--- src/rtl/mem_pkg.sv ---
// Shared definitions for the memory stage.
//   state_e        : SRAM access FSM states (IDLE -> ACCESS -> DONE)
//   MEM_BASE_DEF   : default byte address that maps to SRAM word 0
//   SRAM_ADDR_W_DEF: default SRAM word-address width
//   WAIT_CNT_W     : wait-counter width, enough for SRAM_WAIT_CYCLES up to 15
package mem_pkg;

  typedef enum logic [1:0] {
    IDLE   = 2'd0,
    ACCESS = 2'd1,
    DONE   = 2'd2
  } state_e;

  localparam int MEM_BASE_DEF    = 1024;
  localparam int SRAM_ADDR_W_DEF = 17;
  localparam int WAIT_CNT_W      = 4;

endpackage

--- src/rtl/sram_ctrl.sv ---
// SRAM access controller for the memory stage.
// Holds the access FSM, the wait-state counter, strobe generation, the
// registered address/write-data copies and the load-data capture register.
// Optional feature macro: MEM_STAGE_READ_BUF_EN adds a one-entry read buffer
// (valid, word address, data) that lets a repeated load complete in IDLE.
// Ports:
//   clk, rst       : clock, synchronous active-high reset
//   rd_req_i       : load request
//   wr_req_i       : store request (wins when both requests are high)
//   addr_i         : translated SRAM word address
//   wdata_i        : store data
//   rdata_o        : registered load data (Mem_Data)
//   ready_o        : high when the pipeline may advance
//   sram_addr_o    : SRAM word address (registered copy)
//   sram_wdata_o   : SRAM write data (registered copy)
//   sram_rdata_i   : SRAM read data
//   sram_we_n_o    : active-low write strobe
//   sram_oe_n_o    : active-low output enable
module sram_ctrl
  import mem_pkg::*;
#(
  parameter int DATA_W      = 32,
  parameter int ADDR_W      = SRAM_ADDR_W_DEF,
  parameter int WAIT_CYCLES = 5
) (
  input  logic              clk,
  input  logic              rst,
  input  logic              rd_req_i,
  input  logic              wr_req_i,
  input  logic [ADDR_W-1:0] addr_i,
  input  logic [DATA_W-1:0] wdata_i,
  output logic [DATA_W-1:0] rdata_o,
  output logic              ready_o,
  output logic [ADDR_W-1:0] sram_addr_o,
  output logic [DATA_W-1:0] sram_wdata_o,
  input  logic [DATA_W-1:0] sram_rdata_i,
  output logic              sram_we_n_o,
  output logic              sram_oe_n_o
);

  localparam logic [WAIT_CNT_W-1:0] LAST_CNT = WAIT_CNT_W'(WAIT_CYCLES - 1);

  state_e                state_q, state_d;
  logic [WAIT_CNT_W-1:0] cnt_q, cnt_d;
  logic                  is_wr_q, is_wr_d;
  logic [ADDR_W-1:0]     addr_q, addr_d;
  logic [DATA_W-1:0]     wdata_q, wdata_d;
  logic [DATA_W-1:0]     rdata_q, rdata_d;
  logic                  buf_hit;
  logic [DATA_W-1:0]     buf_rdata;

  // The last wait cycle of a load is the only point where SRAM data is sampled.
  logic load_done;
  assign load_done = (state_q == ACCESS) && (cnt_q == LAST_CNT) && !is_wr_q;

`ifdef MEM_STAGE_READ_BUF_EN
  logic              buf_vld_q;
  logic [ADDR_W-1:0] buf_addr_q;
  logic [DATA_W-1:0] buf_data_q;
  logic              buf_match;

  assign buf_match = buf_vld_q && (buf_addr_q == addr_i);
  // A pure load (store wins on dual request) hitting the entry bypasses SRAM.
  assign buf_hit   = (state_q == IDLE) && rd_req_i && !wr_req_i && buf_match;
  assign buf_rdata = buf_data_q;

  always_ff @(posedge clk) begin
    if (rst) begin
      buf_vld_q <= 1'b0;
    end else if (load_done) begin
      buf_vld_q  <= 1'b1;
      buf_addr_q <= addr_q;
      buf_data_q <= sram_rdata_i;
    end else if ((state_q == IDLE) && wr_req_i && buf_match) begin
      // Keep the entry coherent with a store accepted to the same word.
      buf_data_q <= wdata_i;
    end
  end
`else
  assign buf_hit   = 1'b0;
  assign buf_rdata = '0;
`endif

  always_comb begin
    state_d = state_q;
    cnt_d   = cnt_q;
    is_wr_d = is_wr_q;
    addr_d  = addr_q;
    wdata_d = wdata_q;
    rdata_d = rdata_q;
    ready_o = 1'b0;
    unique case (state_q)
      IDLE: begin
        if (buf_hit) begin
          ready_o = 1'b1;
          rdata_d = buf_rdata;
        end else if (rd_req_i || wr_req_i) begin
          state_d = ACCESS;
          cnt_d   = '0;
          is_wr_d = wr_req_i;
          addr_d  = addr_i;
          wdata_d = wdata_i;
        end else begin
          ready_o = 1'b1;
        end
      end
      ACCESS: begin
        cnt_d = cnt_q + 1'b1;
        if (cnt_q == LAST_CNT) begin
          state_d = DONE;
          if (!is_wr_q) rdata_d = sram_rdata_i;
        end
      end
      DONE: begin
        // One-cycle ready pulse; requests still present are not re-accepted.
        ready_o = 1'b1;
        state_d = IDLE;
        cnt_d   = '0;
      end
      default: begin
        state_d = IDLE;
        cnt_d   = '0;
      end
    endcase
  end

  always_ff @(posedge clk) begin
    if (rst) begin
      state_q <= IDLE;
      cnt_q   <= '0;
      is_wr_q <= 1'b0;
      addr_q  <= '0;
      wdata_q <= '0;
      rdata_q <= '0;
    end else begin
      state_q <= state_d;
      cnt_q   <= cnt_d;
      is_wr_q <= is_wr_d;
      addr_q  <= addr_d;
      wdata_q <= wdata_d;
      rdata_q <= rdata_d;
    end
  end

  assign rdata_o      = rdata_q;
  assign sram_addr_o  = addr_q;
  assign sram_wdata_o = wdata_q;
  assign sram_we_n_o  = !((state_q == ACCESS) && is_wr_q);
  assign sram_oe_n_o  = !((state_q == ACCESS) && !is_wr_q);

endmodule

--- src/rtl/mem_stage.sv ---
// Memory pipeline stage between EXE/MEM and MEM/WB.
// Translates the byte address to an SRAM word address, passes the
// writeback controls through, and drives word loads/stores to an external
// single-port SRAM via sram_ctrl. ready low freezes the upstream pipeline.
// Optional feature macro: MEM_STAGE_READ_BUF_EN (one-entry read buffer).
// Ports:
//   clk, rst                       : clock, synchronous active-high reset
//   MEM_R_EN, MEM_W_EN, WB_EN      : control from EXE/MEM
//   ALU_Res, Val_Rm, Dest          : address/result, store data, dest reg
//   WB_EN_out, MEM_R_EN_out,
//   ALU_Res_out, Dest_out          : combinational pass-throughs
//   Mem_Data                       : registered load data
//   ready                          : stage may advance
//   SRAM_ADDR, SRAM_WDATA,
//   SRAM_RDATA, SRAM_WE_N, SRAM_OE_N : SRAM interface
module mem_stage
  import mem_pkg::*;
#(
  parameter int ADDRESS_LEN      = 32,
  parameter int SRAM_ADDR_W      = SRAM_ADDR_W_DEF,
  parameter int MEM_BASE         = MEM_BASE_DEF,
  parameter int SRAM_WAIT_CYCLES = 5
) (
  input  logic                   clk,
  input  logic                   rst,
  input  logic                   MEM_R_EN,
  input  logic                   MEM_W_EN,
  input  logic                   WB_EN,
  input  logic [ADDRESS_LEN-1:0] ALU_Res,
  input  logic [ADDRESS_LEN-1:0] Val_Rm,
  input  logic [3:0]             Dest,
  output logic                   WB_EN_out,
  output logic                   MEM_R_EN_out,
  output logic [ADDRESS_LEN-1:0] ALU_Res_out,
  output logic [3:0]             Dest_out,
  output logic [ADDRESS_LEN-1:0] Mem_Data,
  output logic                   ready,
  output logic [SRAM_ADDR_W-1:0] SRAM_ADDR,
  output logic [ADDRESS_LEN-1:0] SRAM_WDATA,
  input  logic [ADDRESS_LEN-1:0] SRAM_RDATA,
  output logic                   SRAM_WE_N,
  output logic                   SRAM_OE_N
);

  // Modulo subtraction: addresses below MEM_BASE wrap silently.
  logic [ADDRESS_LEN-1:0] byte_off;
  logic [SRAM_ADDR_W-1:0] word_addr;
  logic                   unused_addr_bits;

  assign byte_off         = ALU_Res - ADDRESS_LEN'(MEM_BASE);
  assign word_addr        = byte_off[SRAM_ADDR_W+1:2];
  assign unused_addr_bits = ^{byte_off[1:0], byte_off[ADDRESS_LEN-1:SRAM_ADDR_W+2]};

  assign WB_EN_out    = WB_EN;
  assign MEM_R_EN_out = MEM_R_EN;
  assign ALU_Res_out  = ALU_Res;
  assign Dest_out     = Dest;

  sram_ctrl #(
    .DATA_W      (ADDRESS_LEN),
    .ADDR_W      (SRAM_ADDR_W),
    .WAIT_CYCLES (SRAM_WAIT_CYCLES)
  ) u_sram_ctrl (
    .clk          (clk),
    .rst          (rst),
    .rd_req_i     (MEM_R_EN),
    .wr_req_i     (MEM_W_EN),
    .addr_i       (word_addr),
    .wdata_i      (Val_Rm),
    .rdata_o      (Mem_Data),
    .ready_o      (ready),
    .sram_addr_o  (SRAM_ADDR),
    .sram_wdata_o (SRAM_WDATA),
    .sram_rdata_i (SRAM_RDATA),
    .sram_we_n_o  (SRAM_WE_N),
    .sram_oe_n_o  (SRAM_OE_N)
  );

endmodule

--- config.mk ---
export PLATFORM = sky130hd
export DESIGN_NAME = mem_stage
export DESIGN_NICKNAME = d
export VERILOG_FILES = /design/src/rtl/mem_pkg.sv /design/src/rtl/sram_ctrl.sv /design/src/rtl/mem_stage.sv
export SDC_FILE = /design/constraint.sdc
export NUM_CORES = 1
export LEC_CHECK = 0
export ABC_AREA = 1
export ABC_CLOCK_PERIOD_IN_PS = 2300
export CAP_MARGIN = 20
export CORE_UTILIZATION = 40
export CTS_CLUSTER_DIAMETER = 100
export DETAILED_ROUTE_END_ITERATION = 10
export PLACE_DENSITY = 0.92
export SETUP_SLACK_MARGIN = 0.2
export SLEW_MARGIN = 20
export SYNTH_ARGS = -nofsm -noshare
export SYNTH_HDL_FRONTEND = slang
export SYNTH_SLANG_ARGS = --single-unit
--- constraint.sdc ---
create_clock -name clk -period 2.3 [get_ports clk]
set_input_delay 0.575 -clock clk [delete_from_list [all_inputs] [get_ports clk]]
set_output_delay 0.575 -clock clk [all_outputs]
set_load 0.005 [all_outputs]
==> results_dict.tcl, run 1 <==
set metrics [dict create \
    clockBufferDepth 2 \
    p_sw_frac 0.269 \
    grt_max_degree 84 \
    path_cells "inv_1 > nand2_2 > inv_2 > nand2_1 > clkdlybuf4s50_1" \
    crit_path_max_incr_delay_ps 490 \
    synthTopCellsByArea "dfxtp_1, nor2_1, buf_4" \
    synth.avg_cell_area_um2 7.62 \
    power_frac_seq 0.479 \
    core_area_um2 8760 \
    hold_violations 0 \
    rsz0062_at_grt "no" \
    vdd_drop_max_v 0.000402 \
    drt_pre_antenna_iters 7 \
    final_util 0.628 \
    multiInputGateArea_um2 1350 \
    ant_nets 0 \
    synth_nets 587 \
    cp.arrival_ps 1450 \
    routedWlPerCell_um 13.4 \
    slowest_stage "clkdlybuf4s50_1" \
    nNetsFinal 735 \
    regArea_um2 1760 \
    syn_area_um2 3650 \
    switchingPower_mw 0.958 \
    cts_made_buffers 9 \
    path_buf_inv 3 \
    postSynthCellCount 479 \
    place.port_buffers 186 \
    endpoint_kind "output pin" \
    fmax_ghz 0.494 \
    die_area_um2 9520 \
    slew_headroom 0.732 \
    first_global_vias 3532 \
    p_per_area_nw_per_um2 646 \
    rows 34 \
    grt_overflow 0 \
    fin_crit_sh 0.880 \
    ys_warn_count 0 \
    cts_hold_buf 0 \
    fin_skew_ps 9.64 \
    cts_tree "yes" \
    ys_seq_area_frac 0.482 \
    fillCellCount 725 \
    track_usage 0.208 \
    p_leak_nw 2.23 \
    synthToLayoutAreaGrowth_pct 50.8 \
    cp-start-kind "flop" \
    status "completed" \
    crit_family "buffers and inverters" \
    io_pins 227 \
    initial_core_util 0.417 \
    routabilityCongestion 0.863 \
    drive_gt1_frac 0.0712 \
    internal_power_mw 2.60 \
    ys_ff_latch 88 \
    place_ws_ps -93.2 \
    viasPerCell 4.77 \
    place_hpwl_mm 7.39 \
    via_count 3533 \
    routed_wl_mm 9.92 \
    clkPwrFrac 0.304 \
    antenna_found_initial 1 \
    drt_iter0_markers 108 \
    grt_pass1_wl_mm 16.2 \
    cts_max_level 3 \
    crit_type "flop to output pin" \
    drv_slew 0 \
    fin_ws_ps 276 \
    clk_pin_slew_worst_paths_ps 90 \
    combPwrFrac 0.217 \
    fp.dieH_um 97.6 \
    synth.top_cell.area_share 0.482 \
    cts_setup_buffers 0 \
    hp-class "flop to flop" \
    synth_largest_area_cell "dfxtp_1" \
    clkSinkCount 88 \
    period_minus_slack_ps 2020 \
    maxCapViolations 0 \
    ys_types 25 \
    insertion_delay_ps 340 \
    root_buffer "clkbuf_8" \
    setup_viol 0 \
    die_x_um 97.6 \
    worstPathMaxFanout 5 \
    n_antenna_cell 0 \
    drc 0 \
    crit_required_ps 1730 \
    tightest_slew_ps 402 \
]
==> power by group through the flow <==
| stage | combinational, mW | sequential [mW] | clock (mW) |
|---|---|---|---|
| finish | 0.771 | 1.70 | 1.08 |
| CTS | 0.779 | 1.70 | 1.12 |
| detailed placement | 0.787 | 1.74 | 0 |
| floorplan | 0.345 | 1.74 | 0 |
| global placement | 0.769 | 1.73 | 0 |
| global route | 0.851 | 1.72 | 1.19 |
==> sequential cells by signal (all words and copies together), names as in the netlist <==
name                      cells
u_sram_ctrl.rdata_o          32
u_sram_ctrl.is_wr_q           1
u_sram_ctrl.sram_addr_o      17
u_sram_ctrl.state_q           2
u_sram_ctrl.sram_wdata_o     32
u_sram_ctrl.cnt_q             4
==> cells by family (layout without fill, tap and decap cells) <==
kind of cell | count (synthesis) | in the layout | synth area share
fa+ha+maj | 3 | 3 | 0.0103
compound gates | 97 | 97 | 0.139
xor+xnor | 3 | 3 | 0.00720
flops | 88 | 88 | 0.482
buf+inv | 87 | 240 | 0.148
simple gates | 201 | 201 | 0.213
==> metrics by stage <==
step                TNS [ps]  hold slack [ps]  std cells  instance area (µm²)  power [mW]
floorplan                  0              451        479                 3650        2.09
global placement       -34.1              461        724                 5330        2.50
detailed placement     -93.2              470        724                 5330        2.53
CTS                        0              490        740                 5510        3.60
global route               0              508        740                 5510        3.76
finish                     0              486        740                 5510        3.56
==> area by class of cell <==
type,count,area share
Timing Repair Buffer,200,0.357
Sequential cell,88,0.320
Multi-Input combinational cell,304,0.246
Tap cell,108,0.0245
Clock buffer,9,0.0225
Inverter,24,0.0166
Clock inverter,7,0.0141
==> timing repair <==
item	CTS	global route
gates resized for setup	20	4
endpoints found under the hold margin	0	0
endpoints found under the setup margin	20	3
==> synthesized netlist by cell type (all sizes together) <==
| cell type | number |
|---|---|
| nor2 | 160 |
| dfxtp | 88 |
| o21ai | 86 |
| buf | 54 |
| nand2 | 30 |
| inv | 23 |
| a21oi | 11 |
| clkbuf | 9 |
| nand3 | 9 |
| ha | 3 |
| xnor2 | 2 |
| clkinv | 1 |
| nand4 | 1 |
| or2 | 1 |
| xor2 | 1 |
==> cells in the final DEF (no fill, tap or decap), types with 3 or more instances in the layout <==
master / Yosys / routed
clkdlybuf4s50_1: 0 / 167
nor2_1: 158 / 158
dfxtp_1: 88 / 87
o21ai_0: 51 / 51
o21ai_1: 34 / 34
nand2_1: 29 / 28
inv_1: 20 / 19
dlygate4sd2_1: 0 / 18
buf_4: 40 / 12
nand3_1: 9 / 9
clkbuf_8: 0 / 9
a21oi_1: 8 / 8
inv_2: 3 / 4
a21oi_2: 3 / 3
ha_1: 3 / 3
inv_6: 0 / 3
==> worst min-delay path: cells and delay by family (launching register included) <==
kind / cells / cell delay, ps
flip-flops: 1 / 330
AND/OR/NAND/NOR: 2 / 130
==> metal layers <==
| metal | vias up | track usage | part of all wire |
|---|---|---|---|
| met5 | - | 0 | 0 |
| met4 | 0 | 0.0600 | 0.017 |
| met3 | 24 | 0.0727 | 0.091 |
| met2 | 158 | 0.378 | 0.50 |
| met1 | 1581 | 0.225 | 0.40 |
| li1 | 1770 | - | - |
==> path summary, 6_finish.rpt <==
path,slack (ps),to,startpoint,cells after the start
min,490,u_sram_ctrl.rdata_o[16]$_SDFFE_PP0P_,u_sram_ctrl.rdata_o[16]$_SDFFE_PP0P_,2
max reg2reg,580,u_sram_ctrl.rdata_o[11]$_SDFFE_PP0P_,u_sram_ctrl.cnt_q[0]$_SDFFE_PP0P_,8
min reg2reg,490,u_sram_ctrl.rdata_o[16]$_SDFFE_PP0P_,u_sram_ctrl.rdata_o[16]$_SDFFE_PP0P_,2
max,280,SRAM_WE_N,u_sram_ctrl.state_q[1]$_SDFFE_PP0P_,5
Power figures use the tool's default switching activity.
==> run 2, diff against run 1 <==
Settings changed: SLEW_MARGIN 20 to unset.
==> results of run 2 <==
The final DEF is identical to that of run 1; final timing and power are the same.
